**config.mk**
```make
export PLATFORM = sky130hd
export DESIGN_NAME = sio_l2_rsp_arb_flat
export DESIGN_NICKNAME = d
export VERILOG_FILES = /design/src/rtl/sio_l2_rsp_pkg.sv /design/src/rtl/sio_l2_rsp_arb_if.sv /design/src/rtl/sio_rr_arb.sv /design/src/rtl/sio_l2_rsp_arb.sv /design/src/flat_wrapper.sv
export SDC_FILE = /design/constraint.sdc
export NUM_CORES = 1
export LEC_CHECK = 0
export ABC_AREA = 1
export CORE_AREA = 2 2 137 139
export CTS_BUF_LIST = sky130_fd_sc_hd__clkbuf_8 sky130_fd_sc_hd__clkbuf_16
export DETAILED_ROUTE_END_ITERATION = 10
export DIE_AREA = 0 0 139 141
export GPL_TIMING_DRIVEN = 0
export PLACE_DENSITY = 0.85
export RECOVER_POWER = 25
export SLEW_MARGIN = 20
export SYNTH_ARGS = -nofsm -noshare
export SYNTH_HDL_FRONTEND = slang
export SYNTH_HIERARCHICAL = 1
export SYNTH_SLANG_ARGS = --single-unit
```
**constraint.sdc**
```tcl
create_clock -name iol2clk -period 3.35 [get_ports iol2clk]
set_input_delay 0.67 -clock iol2clk [delete_from_list [all_inputs] [get_ports iol2clk]]
set_output_delay 0.67 -clock iol2clk [all_outputs]
set_load 0.005 [all_outputs]
```
**src/rtl/sio_l2_rsp_pkg.sv**
```systemverilog
// Shared constants and types for the SIO L2 response scheduler.
// Optional parity checking is enabled by SIO_L2_PAR_CHK_EN.
package sio_l2_rsp_pkg;

    localparam int NUM_BANKS = 8;
    localparam int DATA_W    = 32;
    localparam int PKT_BEATS = 17;
    localparam int CREDITS   = 4;
    localparam int BANK_ID_W = $clog2(NUM_BANKS);
    localparam int CNT_W     = $clog2(PKT_BEATS + 1);
    localparam int CRED_W    = $clog2(CREDITS + 1);

    typedef enum logic [1:0] {
        IDLE,
        WAIT,
        XFER
    } state_e;

endpackage

```
**src/rtl/sio_l2_rsp_arb_if.sv**
```systemverilog
// Bank-side and outbound signal bundle for sio_l2_rsp_arb.
// par_err ports exist only when SIO_L2_PAR_CHK_EN is defined.
interface sio_l2_rsp_arb_if;
    import sio_l2_rsp_pkg::*;

    logic [NUM_BANKS-1:0]        l2b_req;
    logic [NUM_BANKS-1:0]        sio_l2b_gnt;
    logic [NUM_BANKS-1:0]        l2b_vld;
    logic [NUM_BANKS*DATA_W-1:0] l2b_data;
    logic [NUM_BANKS*2-1:0]      l2b_parity;
    logic [NUM_BANKS-1:0]        l2b_ue_err;
    logic                        out_vld;
    logic                        out_sop;
    logic                        out_eop;
    logic [BANK_ID_W-1:0]        out_bank;
    logic [DATA_W-1:0]           out_data;
    logic                        out_ue_err;
    logic                        credit_ret;
    logic [CRED_W-1:0]           credit_cnt;
    logic                        proto_err;
`ifdef SIO_L2_PAR_CHK_EN
    logic                        par_err;
    logic                        par_err_sticky;
`endif

    modport slave (
        input  l2b_req, l2b_vld, l2b_data, l2b_parity,
        input  l2b_ue_err, credit_ret,
        output sio_l2b_gnt, out_vld, out_sop, out_eop,
        output out_bank, out_data, out_ue_err,
        output credit_cnt, proto_err
`ifdef SIO_L2_PAR_CHK_EN
        , output par_err, par_err_sticky
`endif
    );

    modport master (
        output l2b_req, l2b_vld, l2b_data, l2b_parity,
        output l2b_ue_err, credit_ret,
        input  sio_l2b_gnt, out_vld, out_sop, out_eop,
        input  out_bank, out_data, out_ue_err,
        input  credit_cnt, proto_err
`ifdef SIO_L2_PAR_CHK_EN
        , input par_err, par_err_sticky
`endif
    );

endinterface

```
**src/rtl/sio_rr_arb.sv**
```systemverilog
// Combinational round-robin picker: first requester at or after ptr_i.
module sio_rr_arb
    import sio_l2_rsp_pkg::*;
(
    input  logic [NUM_BANKS-1:0] req_i,
    input  logic [BANK_ID_W-1:0] ptr_i,
    output logic [NUM_BANKS-1:0] gnt_o,
    output logic [BANK_ID_W-1:0] id_o,
    output logic                 vld_o
);

    logic [BANK_ID_W-1:0] idx;

    always_comb begin
        gnt_o = '0;
        id_o  = '0;
        vld_o = 1'b0;
        idx   = '0;
        for (int i = 0; i < NUM_BANKS; i++) begin
            idx = ptr_i + BANK_ID_W'(i);
            if (!vld_o && req_i[idx]) begin
                vld_o      = 1'b1;
                id_o       = idx;
                gnt_o[idx] = 1'b1;
            end
        end
    end

endmodule

```
**src/rtl/sio_l2_rsp_arb.sv**
```systemverilog
// Grants one L2 bank per packet and merges its beats onto a registered stream.
// Define SIO_L2_PAR_CHK_EN to check half-word parity of forwarded beats.
module sio_l2_rsp_arb
    import sio_l2_rsp_pkg::*;
(
    input logic             iol2clk,
    input logic             rst,
    sio_l2_rsp_arb_if.slave bus
);

    state_e               state_q;
    logic [BANK_ID_W-1:0] ptr_q;
    logic [BANK_ID_W-1:0] bank_q;
    logic [CNT_W-1:0]     cnt_q;
    logic [CRED_W-1:0]    cred_q;
    logic [CRED_W-1:0]    cred_d;
    logic [NUM_BANKS-1:0] gnt_q;
    logic                 ue_acc_q;
    logic                 proto_q;
    logic                 out_vld_q;
    logic                 out_sop_q;
    logic                 out_eop_q;
    logic                 out_ue_q;
    logic [BANK_ID_W-1:0] out_bank_q;
    logic [DATA_W-1:0]    out_data_q;

    logic [NUM_BANKS-1:0] pick_oh;
    logic [BANK_ID_W-1:0] pick_id;
    logic                 pick_vld;
    logic [NUM_BANKS-1:0] bank_oh;
    logic [DATA_W-1:0]    beat_data;
    logic                 own_vld;
    logic                 accept;
    logic                 sop;
    logic                 eop;
    logic                 do_gnt;
    logic                 foreign;
    logic                 gap;
    logic                 cred_over;
    logic                 ue_beat;
    logic                 ue_next;

    sio_rr_arb u_rr (
        .req_i (bus.l2b_req),
        .ptr_i (ptr_q),
        .gnt_o (pick_oh),
        .id_o  (pick_id),
        .vld_o (pick_vld)
    );

    always_comb begin
        bank_oh         = '0;
        bank_oh[bank_q] = 1'b1;
    end

    assign beat_data = bus.l2b_data[bank_q*DATA_W +: DATA_W];
    assign own_vld   = bus.l2b_vld[bank_q];
    assign accept    = (state_q != IDLE) && own_vld;
    assign sop       = (state_q == WAIT) && own_vld;
    assign eop       = (state_q == XFER) && own_vld &&
                       (cnt_q == CNT_W'(PKT_BEATS - 1));
    assign do_gnt    = (state_q == IDLE) && (cred_q != '0) && pick_vld;
    assign foreign   = (state_q == IDLE) ? |bus.l2b_vld
                                         : |(bus.l2b_vld & ~bank_oh);
    assign gap       = (state_q == XFER) && !own_vld;
    assign cred_over = bus.credit_ret && !do_gnt &&
                       (cred_q == CRED_W'(CREDITS));
    assign ue_beat   = bus.l2b_ue_err[bank_q];
    assign ue_next   = sop ? ue_beat : (ue_acc_q | ue_beat);

    // A grant and a returned credit in the same cycle cancel out.
    always_comb begin
        cred_d = cred_q;
        if (do_gnt && !bus.credit_ret)
            cred_d = cred_q - CRED_W'(1);
        else if (bus.credit_ret && !do_gnt && !cred_over)
            cred_d = cred_q + CRED_W'(1);
    end

`ifdef SIO_L2_PAR_CHK_EN
    logic par_bad;
    logic par_err_q;
    logic par_stk_q;

    assign par_bad = accept &&
        ({^beat_data[DATA_W-1:DATA_W/2], ^beat_data[DATA_W/2-1:0]}
         != bus.l2b_parity[bank_q*2 +: 2]);

    always_ff @(posedge iol2clk) begin
        if (rst) begin
            par_err_q <= 1'b0;
            par_stk_q <= 1'b0;
        end else begin
            par_err_q <= par_bad;
            par_stk_q <= par_stk_q | par_bad;
        end
    end

    assign bus.par_err        = par_err_q;
    assign bus.par_err_sticky = par_stk_q;
`else
    logic unused_par;
    assign unused_par = ^bus.l2b_parity;
`endif

    always_ff @(posedge iol2clk) begin
        if (rst) begin
            state_q    <= IDLE;
            ptr_q      <= '0;
            bank_q     <= '0;
            cnt_q      <= '0;
            cred_q     <= CRED_W'(CREDITS);
            gnt_q      <= '0;
            ue_acc_q   <= 1'b0;
            proto_q    <= 1'b0;
            out_vld_q  <= 1'b0;
            out_sop_q  <= 1'b0;
            out_eop_q  <= 1'b0;
            out_ue_q   <= 1'b0;
            out_bank_q <= '0;
            out_data_q <= '0;
        end else begin
            gnt_q      <= '0;
            cred_q     <= cred_d;
            out_vld_q  <= accept;
            out_sop_q  <= sop;
            out_eop_q  <= eop;
            out_ue_q   <= eop && ue_next;
            out_bank_q <= accept ? bank_q : '0;
            out_data_q <= accept ? beat_data : '0;
            if (foreign || gap || cred_over)
                proto_q <= 1'b1;
            if (accept)
                ue_acc_q <= ue_next;
            unique case (state_q)
                IDLE: if (do_gnt) begin
                    gnt_q   <= pick_oh;
                    bank_q  <= pick_id;
                    ptr_q   <= pick_id + BANK_ID_W'(1);
                    state_q <= WAIT;
                end
                WAIT: if (own_vld) begin
                    cnt_q   <= CNT_W'(1);
                    state_q <= XFER;
                end
                XFER: if (own_vld) begin
                    cnt_q <= cnt_q + CNT_W'(1);
                    if (eop) begin
                        cnt_q   <= '0;
                        state_q <= IDLE;
                    end
                end
                default: state_q <= IDLE;
            endcase
        end
    end

    assign bus.sio_l2b_gnt = gnt_q;
    assign bus.out_vld     = out_vld_q;
    assign bus.out_sop     = out_sop_q;
    assign bus.out_eop     = out_eop_q;
    assign bus.out_bank    = out_bank_q;
    assign bus.out_data    = out_data_q;
    assign bus.out_ue_err  = out_ue_q;
    assign bus.credit_cnt  = cred_q;
    assign bus.proto_err   = proto_q;

endmodule
```
**src/flat_wrapper.sv**
```systemverilog
// flat-port wrapper written by rule: the top's interface ports become plain ports
module sio_l2_rsp_arb_flat import sio_l2_rsp_pkg::*;
  (iol2clk, rst, bus_l2b_req, bus_l2b_vld, bus_l2b_data, bus_l2b_parity, bus_l2b_ue_err, bus_credit_ret, bus_sio_l2b_gnt, bus_out_vld, bus_out_sop, bus_out_eop, bus_out_bank, bus_out_data, bus_out_ue_err, bus_credit_cnt, bus_proto_err);
  sio_l2_rsp_arb_if bus_i ();
  input logic iol2clk;
  input logic rst;
  input wire logic [$bits(bus_i.l2b_req)-1:0] bus_l2b_req;
  input wire logic [$bits(bus_i.l2b_vld)-1:0] bus_l2b_vld;
  input wire logic [$bits(bus_i.l2b_data)-1:0] bus_l2b_data;
  input wire logic [$bits(bus_i.l2b_parity)-1:0] bus_l2b_parity;
  input wire logic [$bits(bus_i.l2b_ue_err)-1:0] bus_l2b_ue_err;
  input wire logic [$bits(bus_i.credit_ret)-1:0] bus_credit_ret;
  output wire logic [$bits(bus_i.sio_l2b_gnt)-1:0] bus_sio_l2b_gnt;
  output wire logic [$bits(bus_i.out_vld)-1:0] bus_out_vld;
  output wire logic [$bits(bus_i.out_sop)-1:0] bus_out_sop;
  output wire logic [$bits(bus_i.out_eop)-1:0] bus_out_eop;
  output wire logic [$bits(bus_i.out_bank)-1:0] bus_out_bank;
  output wire logic [$bits(bus_i.out_data)-1:0] bus_out_data;
  output wire logic [$bits(bus_i.out_ue_err)-1:0] bus_out_ue_err;
  output wire logic [$bits(bus_i.credit_cnt)-1:0] bus_credit_cnt;
  output wire logic [$bits(bus_i.proto_err)-1:0] bus_proto_err;
  assign bus_i.l2b_req = bus_l2b_req;
  assign bus_i.l2b_vld = bus_l2b_vld;
  assign bus_i.l2b_data = bus_l2b_data;
  assign bus_i.l2b_parity = bus_l2b_parity;
  assign bus_i.l2b_ue_err = bus_l2b_ue_err;
  assign bus_i.credit_ret = bus_credit_ret;
  assign bus_sio_l2b_gnt = bus_i.sio_l2b_gnt;
  assign bus_out_vld = bus_i.out_vld;
  assign bus_out_sop = bus_i.out_sop;
  assign bus_out_eop = bus_i.out_eop;
  assign bus_out_bank = bus_i.out_bank;
  assign bus_out_data = bus_i.out_data;
  assign bus_out_ue_err = bus_i.out_ue_err;
  assign bus_credit_cnt = bus_i.credit_cnt;
  assign bus_proto_err = bus_i.proto_err;
  sio_l2_rsp_arb u_core (.iol2clk(iol2clk), .rst(rst), .bus(bus_i));
endmodule
```
==> results.json, run 1 <==
{
  "path_clk_slew_ns": 0.06,
  "slew_viol_final": 0,
  "synth_area_um2": 5910,
  "totalWireLength_mm": 32.7,
  "power_w": 0.00657,
  "dp_slack_ns": -0.511,
  "min_path_cells": 1,
  "post-route-period-util_pct": 94.1,
  "path_class": "flip-flop to flip-flop",
  "mostFrequentLayoutCell": "clkdlybuf4s50_1",
  "yosys.area.top_type": "dfxtp_1",
  "wl_met2_mm": 16.1,
  "ys.flop_type": "dfxtp_1",
  "worstMarginPinSlew_ns": 0.729,
  "layout_setup_ws_ns": 0.198,
  "setup_viol": 0,
  "clock-root-buffer": "clkbuf_16",
  "slowest_delay_ns": 0.36,
  "final_cell_mix": "clkdlybuf4s50_1, nand2_1, nand3_1",
  "die_w_um": 139,
  "start_util_pct": 32.3,
  "seq_power_share_pct": 15.9,
  "cp-start-kind": "flip-flop",
  "clk_latency_ns": 0.34,
  "synth_top_area_share_pct": 22.0,
  "holdPathEnd": "u_core/bus.credit_cnt[0]",
  "ys_seq_elements": 65,
  "wl_met3_mm": 3.40,
  "hold_viol": 0,
  "r2r-start": "u_core/ptr_q[0]",
  "p_int_w": 0.00318,
  "tritoncts": "built",
  "p_sw_w": 0.00339,
  "hold_start": "u_core/bus.credit_cnt[0]",
  "power-per-cell-area_nw_per_um2": 662,
  "finalClockSkew_ns": 0.0111,
  "cpMaxStageDelayCell": "fa_1",
  "ios": 350,
  "htreeDepth": 3,
  "synth_edf_count": 0,
  "wl_per_cell_um": 20.3,
  "antenna_left": 0,
  "path_buf_inv": 7,
  "hpwl_mm": 26.0,
  "synthToLayoutAreaGrowth_pct": 68.1,
  "p_clk_share_pct": 15.4,
  "timing.hold.worst.class": "flip-flop to flip-flop",
  "clock-sinks": 65,
  "max_freq_mhz": 317,
  "cp_num_cells": 23,
  "antenna_found_initial": 3,
  "top_layer": "met4",
  "place.gp.congestion": 1.00,
  "die_y_um": 141,
  "clk_path_buf_depth": 2,
  "overflow": 0,
  "switching_share_pct": 51.6,
  "async_reset_ff_share_pct": 0,
  "syn_inst": 1021,
  "reg2reg_depth": 23,
  "fp-row-count": 50,
  "post_drt_via_cell_ratio": 5.47,
  "yosysWarnings": 6,
  "relSlewSlack_pct": 51.4,
  "cap_violations": 0,
  "grt_pass1_wl_mm": 48.3,
  "nets": 1675,
  "rrSetupSlack_ns": 0.20,
  "die_area_um2": 19600,
  "status": "complete, no violations",
  "power.leakage_nw": 4.22,
  "drc": 0,
  "met1_length_mm": 11.9,
  "crit_arrival_ns": 3.38,
  "rr_endpoint": "u_core/bus.credit_cnt[2]",
  "worstPathCellList": "buf_6 > inv_4 > buf_12 > ha_4 > buf_6 > nand3_1 > nand2_1 > nor2_2 > nor2_4 > nand4_4 > nor2_4 > buf_6 > nand3b_1 > nand3_2 > nor2_4 > inv_1 > fa_1 > inv_1 > nand2_1 > o21ai_1 > nor2_1 > nor2_1 > nand2_1",
  "grt_pass1_vias": 8417,
  "syn_avg_cell_area_um2": 5.78,
  "final_util_pct": 54.3,
  "synth_fp_nets": 1330,
  "ys_seq_area_share_pct": 22.0,
  "first_iter_violations": 867,
  "p_comb_share_pct": 68.6,
  "vias": 8808,
  "dr.pass1.iters": 6,
  "io_buffers": 333,
  "ys_types": 38,
  "grt_start_max_net_pins": 20,
  "core_um2": 18300,
  "path_delay_family": "simple AND/OR/NAND/NOR gates",
  "synthTopCellsByArea": "dfxtp_1, nand2_1, nand3_1",
  "hold_buffers": 0,
  "final_layout_size_suffix_gt1_share_pct": 7.66,
  "end_kind": "flip-flop",
  "timing.critical_path.fanout_max": 19,
  "min_period_ns": 3.15,
  "cp.required_ns": 3.57,
  "numCtsBuffers": 9,
  "ir_worst_vdd_uv": 828,
  "grt_usage_pct": 31.8
}
-- how the worst max path moves through the flow --
| stage | startpoint | end | slack, ns |
|---|---|---|---|
| floorplan | u_core/ptr_q[0] | u_core/bus.credit_cnt[2] | 0.15 |
| global placement | u_core/ptr_q[0] | u_core/state_q[0] | -0.45 |
| detailed placement | u_core/ptr_q[0] | u_core/state_q[0] | -0.51 |
| CTS | u_core/ptr_q[1] | u_core/bus.credit_cnt[2] | 0.03 |
| global route | u_core/ptr_q[0] | u_core/bus.credit_cnt[2] | -0.001 |
| finish | u_core/ptr_q[0] | u_core/bus.credit_cnt[2] | 0.20 |
-- timing repair --
action	in CTS	in global routing
gates resized for setup	7	13
pin swaps	1	1
setup buffers	2	0
cloned	0	0
endpoints found under the setup margin	18	12
-- power by group through the flow --
stage	sequential, W	combinational (W)	clock [W]
after floorplan	0.00105	0.00268	0
after global placement	0.00105	0.00423	0
after global routing	0.00106	0.00487	0.00105
final	0.00105	0.00451	0.00101
after detailed placement	0.00106	0.00429	0
after CTS	0.00105	0.00437	0.00103
-- per-layer routing --
metal	vias up	GRT usage, %
met5	-	0
met4	0	15.6
met3	94	6.08
met2	526	55.8
met1	4050	37.3
li1	4138	-
-- synth_stat cells (7+ instances only) --
cell / number
clkbuf_1: 29
inv_1: 74
nand2_1: 263
inv_2: 11
nor3_1: 26
o21ai_0: 31
a21oi_1: 75
ha_1: 9
dfxtp_1: 65
nand4_1: 37
a31oi_1: 21
nor2_1: 79
nand3_1: 195
nand2_2: 7
buf_2: 33
-- kinds of logic (layout without fill, tap and decap cells) --
| group | after synthesis | after routing | share of synthesized area, % |
|---|---|---|---|
| other | 0 | 4 | 0 |
| adders and majority gates | 10 | 10 | 2.25 |
| and+or+nand+nor | 627 | 627 | 48.2 |
| buffers and inverters | 163 | 513 | 12.1 |
| xor gates and xnor gates | 2 | 2 | 0.297 |
| DFF | 65 | 65 | 22.0 |
| AOI/OAI and AO/OA | 154 | 154 | 15.1 |
-- flip-flops by register name, summed over array words and instances, names as in the netlist, 2 cells and up --
signal / flops
u_core/bus.out_bank: 3
u_core/ptr_q: 3
u_core/bus.credit_cnt: 3
u_core/bank_q: 3
u_core/state_q: 2
u_core/cnt_q: 5
u_core/bus.out_data: 32
u_core/bus.sio_l2b_gnt: 8
-- stage by stage --
stage | TNS, ns | cell area (um^2) | instances | hold slack (ns)
2_1_floorplan | 0 | 5910 | 1021 | 0.458
3_3_place_gp | -4.35 | 9530 | 1588 | 0.464
3_5_place_dp | -5.52 | 9530 | 1588 | 0.474
4_1_cts | 0 | 9880 | 1605 | 0.497
5_1_grt | -0.00127 | 9920 | 1607 | 0.506
6_report | 0 | 9930 | 1609 | 0.489
-- area by class of cell --
type	instances	area, um^2
diodes	4	10.0
plain buffers	73	399
clock buffers	12	267
clock inverters	4	50.0
fillers	1799	8340
inverters	89	339
multi-input cells	793	3920
flip-flops and latches	65	1300
well taps	234	293
repair buffers	335	3350
Note: power is estimated with default switching activity, not from simulation.
==> run 2, diff against run 1 <==
--- a/config.mk
+++ b/config.mk
@@ -7,10 +7,8 @@
 export LEC_CHECK = 0
 export ABC_AREA = 1
 export CORE_AREA = 2 2 137 139
-export CTS_BUF_LIST = sky130_fd_sc_hd__clkbuf_8 sky130_fd_sc_hd__clkbuf_16
 export DETAILED_ROUTE_END_ITERATION = 10
 export DIE_AREA = 0 0 139 141
-export GPL_TIMING_DRIVEN = 0
 export PLACE_DENSITY = 0.85
 export RECOVER_POWER = 25
 export SLEW_MARGIN = 20
==> constraint.sdc (replaced) <==
create_clock -name iol2clk -period 2.65 [get_ports iol2clk]
set_input_delay 0.53 -clock iol2clk [delete_from_list [all_inputs] [get_ports iol2clk]]
set_output_delay 0.53 -clock iol2clk [all_outputs]
set_load 0.005 [all_outputs]
==> run 2 against run 1 <==
  * Fmax up 27%
  * Via count down 2.7%
  * Worst hold slack better by 0.013 ns
  * Design area up 2.9%
  * Clock skew down 0.0034 ns
  * Sequential power up 30%
  * Critical path depth down 5
  * Non-clock buffer count unchanged
  * Wire length down 5.8%
==> results.json, run 2 (synthesized netlist as in run 1, its figures left out) <==
{
  "status": "complete, no violations",
  "min_period_ns": 2.49,
  "die_area_um2": 19600,
  "r2r-start": "u_core/ptr_q[1]",
  "largest_register_ffs": 32,
  "vias": 8568,
  "tritoncts": "built",
  "clk_latency_ns": 0.34,
  "ir_worst_vdd_uv": 875,
  "die_w_um": 139,
  "end_kind": "flip-flop",
  "fill_cells": 1744,
  "path_clk_slew_ns": 0.06,
  "top_layer": "met4",
  "min_path_cells": 1,
  "met1_length_mm": 12.0,
  "rrSetupSlack_ns": 0.16,
  "post-route-period-util_pct": 94.0,
  "hpwl_mm": 24.1,
  "mostFrequentLayoutCell": "clkdlybuf4s50_1",
  "rr_endpoint": "u_core/bus.credit_cnt[2]",
  "clk_path_buf_depth": 2,
  "numCtsBuffers": 9,
  "synthToLayoutAreaGrowth_pct": 73.0,
  "fp-row-count": 50,
  "worstMarginPinSlew_ns": 0.729,
  "path_class": "flip-flop to flip-flop",
  "cp.required_ns": 2.88,
  "setup_viol": 0,
  "wl_met3_mm": 2.80,
  "timing.hold.worst.class": "flip-flop to flip-flop",
  "reg2reg_depth": 18,
  "fin_cells": 1608,
  "die_y_um": 141,
  "totalWireLength_mm": 30.8,
  "first_iter_violations": 816,
  "core_um2": 18300,
  "start_util_pct": 32.3,
  "overflow": 0,
  "clock-root-buffer": "clkbuf_16",
  "ios": 350,
  "io_buffers": 333,
  "post_drt_via_cell_ratio": 5.33,
  "hold_start": "u_core/bus.credit_cnt[0]",
  "relSlewSlack_pct": 51.4,
  "holdPathEnd": "u_core/bus.credit_cnt[0]",
  "layout_setup_ws_ns": 0.158,
  "finalClockSkew_ns": 0.00765,
  "nets": 1675,
  "crit_arrival_ns": 2.72,
  "cap_violations": 0,
  "grt_usage_pct": 29.8,
  "place_inst": 1584,
  "final_cell_mix": "clkdlybuf4s50_1, nand2_1, nand3_1",
  "power-per-cell-area_nw_per_um2": 847,
  "hold_viol": 0,
  "grt_start_max_net_pins": 70,
  "timing.critical_path.fanout_max": 6,
  "dp_slack_ns": -0.270,
  "antenna_found_initial": 3,
  "max_freq_mhz": 401,
  "antenna_left": 0,
  "dr.pass1.iters": 5,
  "power.leakage_nw": 4.39,
  "drc": 0,
  "final_layout_size_suffix_gt1_share_pct": 11.7,
  "slew_viol_final": 0,
  "wl_met2_mm": 14.9,
  "place.gp.congestion": 0.983,
  "clock-sinks": 65,
  "htreeDepth": 3,
  "grt_pass1_wl_mm": 45.8,
  "cp-start-kind": "flip-flop",
  "grt_pass1_vias": 8032,
  "multi_input_area_um2": 4020,
  "wl_per_cell_um": 19.1,
  "seqCellArea_um2": 1310
}
==> run 2: cell types whose count changed in the layout (fill, tap and decap cells not counted), sizes merged, moves of 2 or more <==
cell	before	now
clkbuf	41	10
buf	46	75
clkinv	3	7
dlymetal6s2s	0	3
clkdlybuf4s50	304	302
==> run 2: worst max path at each step <==
stage	depth (start not counted)	to	startpoint
after floorplan	22	u_core/bus.credit_cnt[2]	u_core/ptr_q[0]
after global placement	19	u_core/bus.credit_cnt[2]	bus_l2b_req[1]
after detailed placement	19	u_core/bus.credit_cnt[2]	bus_l2b_req[1]
after CTS	20	u_core/bus.credit_cnt[2]	u_core/ptr_q[1]
after global routing	20	u_core/bus.credit_cnt[2]	u_core/ptr_q[1]
final	18	u_core/bus.credit_cnt[2]	u_core/ptr_q[1]
==> run 2: where the power goes <==
| group | switching, W | internal, W |
|---|---|---|
| registers | 0.000154 | 0.00120 |
| clock network | 0.000498 | 0.000786 |
| logic | 0.00362 | 0.00240 |
==> run 2: critical path, stage by stage, from the launching register on <==
cell	delay (ns)
dfxtp_4	0.39
inv_4	0.06
ha_4	0.32
inv_4	0.07
nand3_2	0.06
nand2_2	0.07
nor2_1	0.14
o21bai_1	0.14
nand3b_1	0.15
nand3_2	0.10
nor2_4	0.11
inv_2	0.05
fa_2	0.33
inv_2	0.07
nand2_1	0.06
o21ai_2	0.06
nor2_1	0.06
nor2_1	0.09
nand2_1	0.06
==> run 2: metrics by stage <==
step	hold slack (ns)	setup TNS, ns	total power (W)	instance area (um^2)	utilization (%)
after floorplan	0.458	-0.343	0.00484	5970	-
after global placement	0.465	-1.06	0.00708	9760	53.4
after detailed placement	0.480	-1.46	0.00717	9760	53.4
after CTS	0.500	0	0.00848	10100	55.1
after global routing	0.524	-0.0199	0.00927	10200	55.9
final	0.502	0	0.00866	10200	55.9
==> run 2: timing repair <==
item	4_1_cts	5_1_grt
pin swaps	0	10
buffers inserted	0	5
resized for setup	1	26
endpoints found under the setup margin	1	5
hold buffers	0	0
==> run 2: area by class of cell <==
| cell class | instances | share of cell area, % |
|---|---|---|
| multi-input cells | 793 | 39.4 |
| clock inverters | 6 | 0.637 |
| clock buffers | 10 | 2.45 |
| repair buffers | 408 | 38.3 |
| inverters | 89 | 3.40 |
| well taps | 234 | 2.87 |
| diodes | 3 | 0.0735 |
| flip-flops and latches | 65 | 12.8 |
==> run 2: routing by layer <==
metal,up-vias,track usage (%)
li1,4137,-
met1,3924,36.7
met2,432,52.0
met3,75,5.47
met4,0,11.4
met5,-,0
==> run 3, diff against run 2 <==
--- a/config.mk
+++ b/config.mk
@@ -6,9 +6,9 @@
 export NUM_CORES = 1
 export LEC_CHECK = 0
 export ABC_AREA = 1
-export CORE_AREA = 2 2 137 139
+export CORE_AREA = 2 2 134 136
 export DETAILED_ROUTE_END_ITERATION = 10
-export DIE_AREA = 0 0 139 141
+export DIE_AREA = 0 0 136 138
 export PLACE_DENSITY = 0.85
 export RECOVER_POWER = 25
 export SLEW_MARGIN = 20
==> constraint.sdc (replaced) <==
create_clock -name iol2clk -period 2.73 [get_ports iol2clk]
set_input_delay 0.546 -clock iol2clk [delete_from_list [all_inputs] [get_ports iol2clk]]
set_output_delay 0.546 -clock iol2clk [all_outputs]
set_load 0.005 [all_outputs]
==> run 3 against run 2 <==
  * Wire length shrank 3.7%
  * Design area shrank 2.0%
  * Worst hold slack lost 0.0031 ns
  * Final cell count shrank 1.4%
==> results.json, run 3 (synthesized netlist as in run 1, its figures left out) <==
{
  "status": "complete, no violations",
  "post_drt_via_cell_ratio": 5.28,
  "drc": 0,
  "power-per-cell-area_nw_per_um2": 806,
  "holdPathEnd": "u_core/bus.out_ue_err",
  "dr.pass1.iters": 5,
  "cp-start-kind": "flip-flop",
  "antenna_left": 0,
  "hold_buffers": 0,
  "rr_endpoint": "u_core/bus.credit_cnt[2]",
  "seqCellArea_um2": 1310,
  "end_kind": "flip-flop",
  "synthToLayoutAreaGrowth_pct": 69.6,
  "cap_violations": 0,
  "path_class": "flip-flop to flip-flop",
  "fin_area_um2": 10000,
  "ios": 350,
  "numCtsBuffers": 9,
  "r2r-start": "u_core/ptr_q[0]",
  "timing.critical_path.fanout_max": 6,
  "reg2reg_depth": 20,
  "die_y_um": 138,
  "htreeDepth": 3,
  "path_clk_slew_ns": 0.06,
  "clk_latency_ns": 0.33,
  "multi_input_area_um2": 3960,
  "crit_top_cell": "nor2_4",
  "hold_viol": 0,
  "grt_start_max_net_pins": 52,
  "die_area_um2": 18800,
  "cpMaxStageDelayCell": "dfxtp_4",
  "io_buffers": 333,
  "vias": 8377,
  "clock-root-buffer": "clkbuf_16",
  "placed_area_um2": 9680,
  "final_util_pct": 57.1,
  "clock-sinks": 65,
  "max_freq_mhz": 393,
  "wl_per_cell_um": 18.7,
  "post-route-period-util_pct": 93.2,
  "setup_viol": 0,
  "clk_path_buf_depth": 2,
  "die_w_um": 136,
  "slowest_delay_ns": 0.38,
  "crit_arrival_ns": 2.77,
  "rrSetupSlack_ns": 0.18,
  "nets": 1659,
  "grt_pass1_vias": 7926,
  "hold_start": "u_core/ue_acc_q",
  "totalWireLength_mm": 29.6,
  "place.gp.congestion": 0.950,
  "fill_cells": 1671,
  "timing.hold.worst.class": "flip-flop to flip-flop",
  "overflow": 0,
  "first_iter_violations": 570,
  "tritoncts": "built",
  "fp-row-count": 49,
  "antenna_found_initial": 3,
  "power.leakage_nw": 4.27,
  "slew_viol_final": 0,
  "start_util_pct": 33.7,
  "ir_worst_vdd_uv": 674,
  "final_cell_mix": "clkdlybuf4s50_1, nand2_1, nand3_1",
  "finalSetupTns_ns": 0,
  "post-cts-setup-buffers": 0,
  "grt_usage_pct": 30.2,
  "worstPathCellList": "inv_4 > ha_4 > inv_4 > nand3_1 > nand2_2 > nor2_4 > nor2_4 > nand4_4 > nor2_4 > nand3b_1 > nand3_2 > nor2_4 > inv_2 > fa_2 > inv_2 > nand2_1 > o21ai_2 > nor2_1 > nor2_1 > nand2_1",
  "hpwl_mm": 24.0,
  "finalClockSkew_ns": 0.0105,
  "rsz0062_at_grt": "true",
  "min_path_cells": 2,
  "worstMarginPinSlew_ns": 0.658,
  "mostFrequentLayoutCell": "clkdlybuf4s50_1",
  "final_layout_size_suffix_gt1_share_pct": 9.52,
  "core_um2": 17500,
  "grt_pass1_wl_mm": 43.8,
  "largest_register_ffs": 32,
  "power_w": 0.00808,
  "min_period_ns": 2.55,
  "cts_resized": 0,
  "relSlewSlack_pct": 55.7,
  "cp.required_ns": 2.95
}
[run 3: critical path: cells and delay by family (launching register included)]
kind / cells / cell delay, ns
adders and majority gates: 2 / 0.67
and+or+nand+nor: 13 / 1.09
AOI/OAI and AO/OA: 1 / 0.06
DFF: 1 / 0.38
buffers and inverters: 4 / 0.23
[run 3: where the power goes]
group,switching [W],leakage (nW),total (W),internal (W)
Combinational,0.00337,3.59,0.00552,0.00215
Sequential,0.000149,0.531,0.00131,0.00117
Clock,0.000438,0.150,0.00124,0.000800
[run 3: through the flow]
stage / worst slack [ns] / hold slack (ns) / instances
floorplan: -0.128 / 0.458 / 1021
global placement: -0.175 / 0.467 / 1568
detailed placement: -0.172 / 0.490 / 1568
CTS: 0.108 / 0.500 / 1584
global route: -0.00790 / 0.528 / 1585
finish: 0.185 / 0.499 / 1586
[run 3: area by class of cell]
type / instances / area share, %
sequential: 65 / 13.1
timing repair buffer: 392 / 38.0
clock inverter: 5 / 0.812
clock buffer: 11 / 2.32
tap: 229 / 2.86
antenna: 2 / 0.0500
multi-input combinational: 793 / 39.5
inverter: 89 / 3.42
[run 3: how the worst max path moves through the flow]
stage	start	endpoint	slack, ns	cells after the start
final	u_core/ptr_q[0]	u_core/bus.credit_cnt[2]	0.18	20
after global routing	bus_l2b_req[2]	u_core/ptr_q[2]	-0.008	16
after CTS	u_core/ptr_q[1]	u_core/bus.credit_cnt[2]	0.11	20
after detailed placement	bus_l2b_req[2]	u_core/bus.credit_cnt[2]	-0.17	19
after global placement	bus_l2b_req[1]	u_core/bus.credit_cnt[2]	-0.17	19
after floorplan	u_core/ptr_q[0]	u_core/bus.credit_cnt[2]	-0.13	22
[run 3: metal layers]
layer / vias to the layer above / global-route usage [%] / share of wire, %
met2: 402 / 52.1 / 48
met5: - / 0 / 0.044
met4: 2 / 14.7 / 4.9
met1: 3780 / 32.5 / 36
met3: 88 / 10.9 / 11
li1: 4105 / - / -
==> patch (settings of run 2) <==
Set the package constant `PKT_BEATS` to 34 (it was 17).
--- a/src/rtl/sio_l2_rsp_pkg.sv
+++ b/src/rtl/sio_l2_rsp_pkg.sv
@@ -5,5 +5,5 @@
     localparam int NUM_BANKS = 8;
     localparam int DATA_W    = 32;
-    localparam int PKT_BEATS = 17;
+    localparam int PKT_BEATS = 34;
     localparam int CREDITS   = 4;
     localparam int BANK_ID_W = $clog2(NUM_BANKS);
Function: no difference found for any inputs over 4 cycles, from zero or initial values and one cycle with rst high; that may be too few to reach the edited logic, so the function may still have changed.
==> patch against run 2 <==
  * Count of clock-buffer cells in the layout is 1 lower
  * Total power down 4.1%
  * Area after synthesis shrank 1.9%
  * Worst setup slack better by 40 ps
  * Critical endpoint unchanged
  * Wire length down 5.6%
  * Utilization is 1.2 points lower
  * Cell area is 2.2% lower
  * Largest cell class unchanged
  * Sequential cell count rose by 1
  * First-iteration DRC count down 19%
==> patch: results <==
metrics = {
    "power": {
        "power_uw": 8305,
        "vdd_ir_drop_max_v": 0.0006115,
        "switching_share": 0.4898,
        "pwr-share-comb": 0.682,
        "power.leakage_uw": 0.004403,
    },
    "cells_and_area": {
        "nets": 1655,
        "n_fill_cell": 1769,
        "drive_above_1_share": 0.1029,
    },
    "global_routing": {
        "antenna_found_initial": 6,
        "track_usage": 0.2846,
        "grt_start_max_net_pins": 33,
        "grt_pass1_vias": 7992,
        "grt_pass1_wl_mm": 43.79,
    },
    "placed_design": {
        "gp_congestion": 0.9655,
        "post-place-ws_ps": -211.7,
        "place_inst": 1569,
    },
    "run_status": {
        "status": "finished, final reports clean",
    },
    "logic_synthesis": {
        "synth_xor_area_frac": 0.004536,
        "synth_nets": 1305,
        "synth-compound-area-share": 0.1199,
        "syn_inst": 996,
        "yosysSeqAreaShare": 0.2281,
        "synth_area_leaders": "nand2_1 (23%), dfxtp_1 (23%), nand3_1 (9.3%)",
        "synthAdderAreaFrac": 0.02289,
    },
    "setup_path": {
        "cp.arrival_ps": 2680,
    },
    "sta": {
        "slew_headroom": 0.5420,
        "finClkSkew_ps": 11.32,
    },
    "route": {
        "num_vias": 8195,
        "totalWireLength_mm": 29.04,
        "wl_per_cell_um": 18.28,
        "dr.pass1.iters": 6,
        "drtIter0Drc": 663,
    },
}
==> patch: path summary, 6_finish.rpt <==
path / start / to / cells after the start / slack [ps]
max reg2reg: u_core/ptr_q[0] / u_core/bus.credit_cnt[2] / 16 / 200
min: u_core/bus.credit_cnt[0] / u_core/bus.credit_cnt[0] / 1 / 490
min reg2reg: u_core/bus.credit_cnt[0] / u_core/bus.credit_cnt[0] / 1 / 490
max: u_core/ptr_q[0] / u_core/bus.credit_cnt[2] / 16 / 200
==> patch: through the flow <==
step           TNS, ps  utilization  area [µm²]
6_report             0       0.5472        9996
5_1_grt         -21.01       0.5471        9993
4_1_cts              0       0.5426        9912
3_5_place_dp     -1010       0.5257        9603
3_3_place_gp    -634.2       0.5257        9603
2_1_floorplan   -207.0            -        5838
==> patch: layer usage <==
layer,global-route usage,up-vias,wire [µm]
li1,-,3966,-
met1,0.3395,3762,11340
met2,0.4936,392,14050
met3,0.06760,71,2531
met4,0.1148,4,1096
met5,0,-,27
==> patch: layout make-up <==
type / count / area share
Sequential cell: 66 / 0.1329
Antenna cell: 4 / 0.001001
Clock buffer: 9 / 0.02253
Multi-Input combinational cell: 777 / 0.3864
Inverter: 99 / 0.03818
Tap cell: 234 / 0.02929
Clock inverter: 7 / 0.008387
Timing Repair Buffer: 393 / 0.3813
==> patch: cells by family (layout without fill, tap and decap cells) <==
group,after synthesis,in the layout
and+or+nand+nor,658,658
buffers and inverters,153,508
AOI/OAI and AO/OA,106,106
DFF,66,66
adders and majority gates,10,10
xor gates and xnor gates,3,3
other,0,4
==> patch: worst max-delay path: cells and delay by family, from the launching register on <==
family	cells	cell delay, ps
AND/OR/NAND/NOR	8	790
adder cells (fa/ha/maj)	2	690
flip-flops	1	380
buffers and inverters	4	250
AO/OA/AOI/OAI	2	210
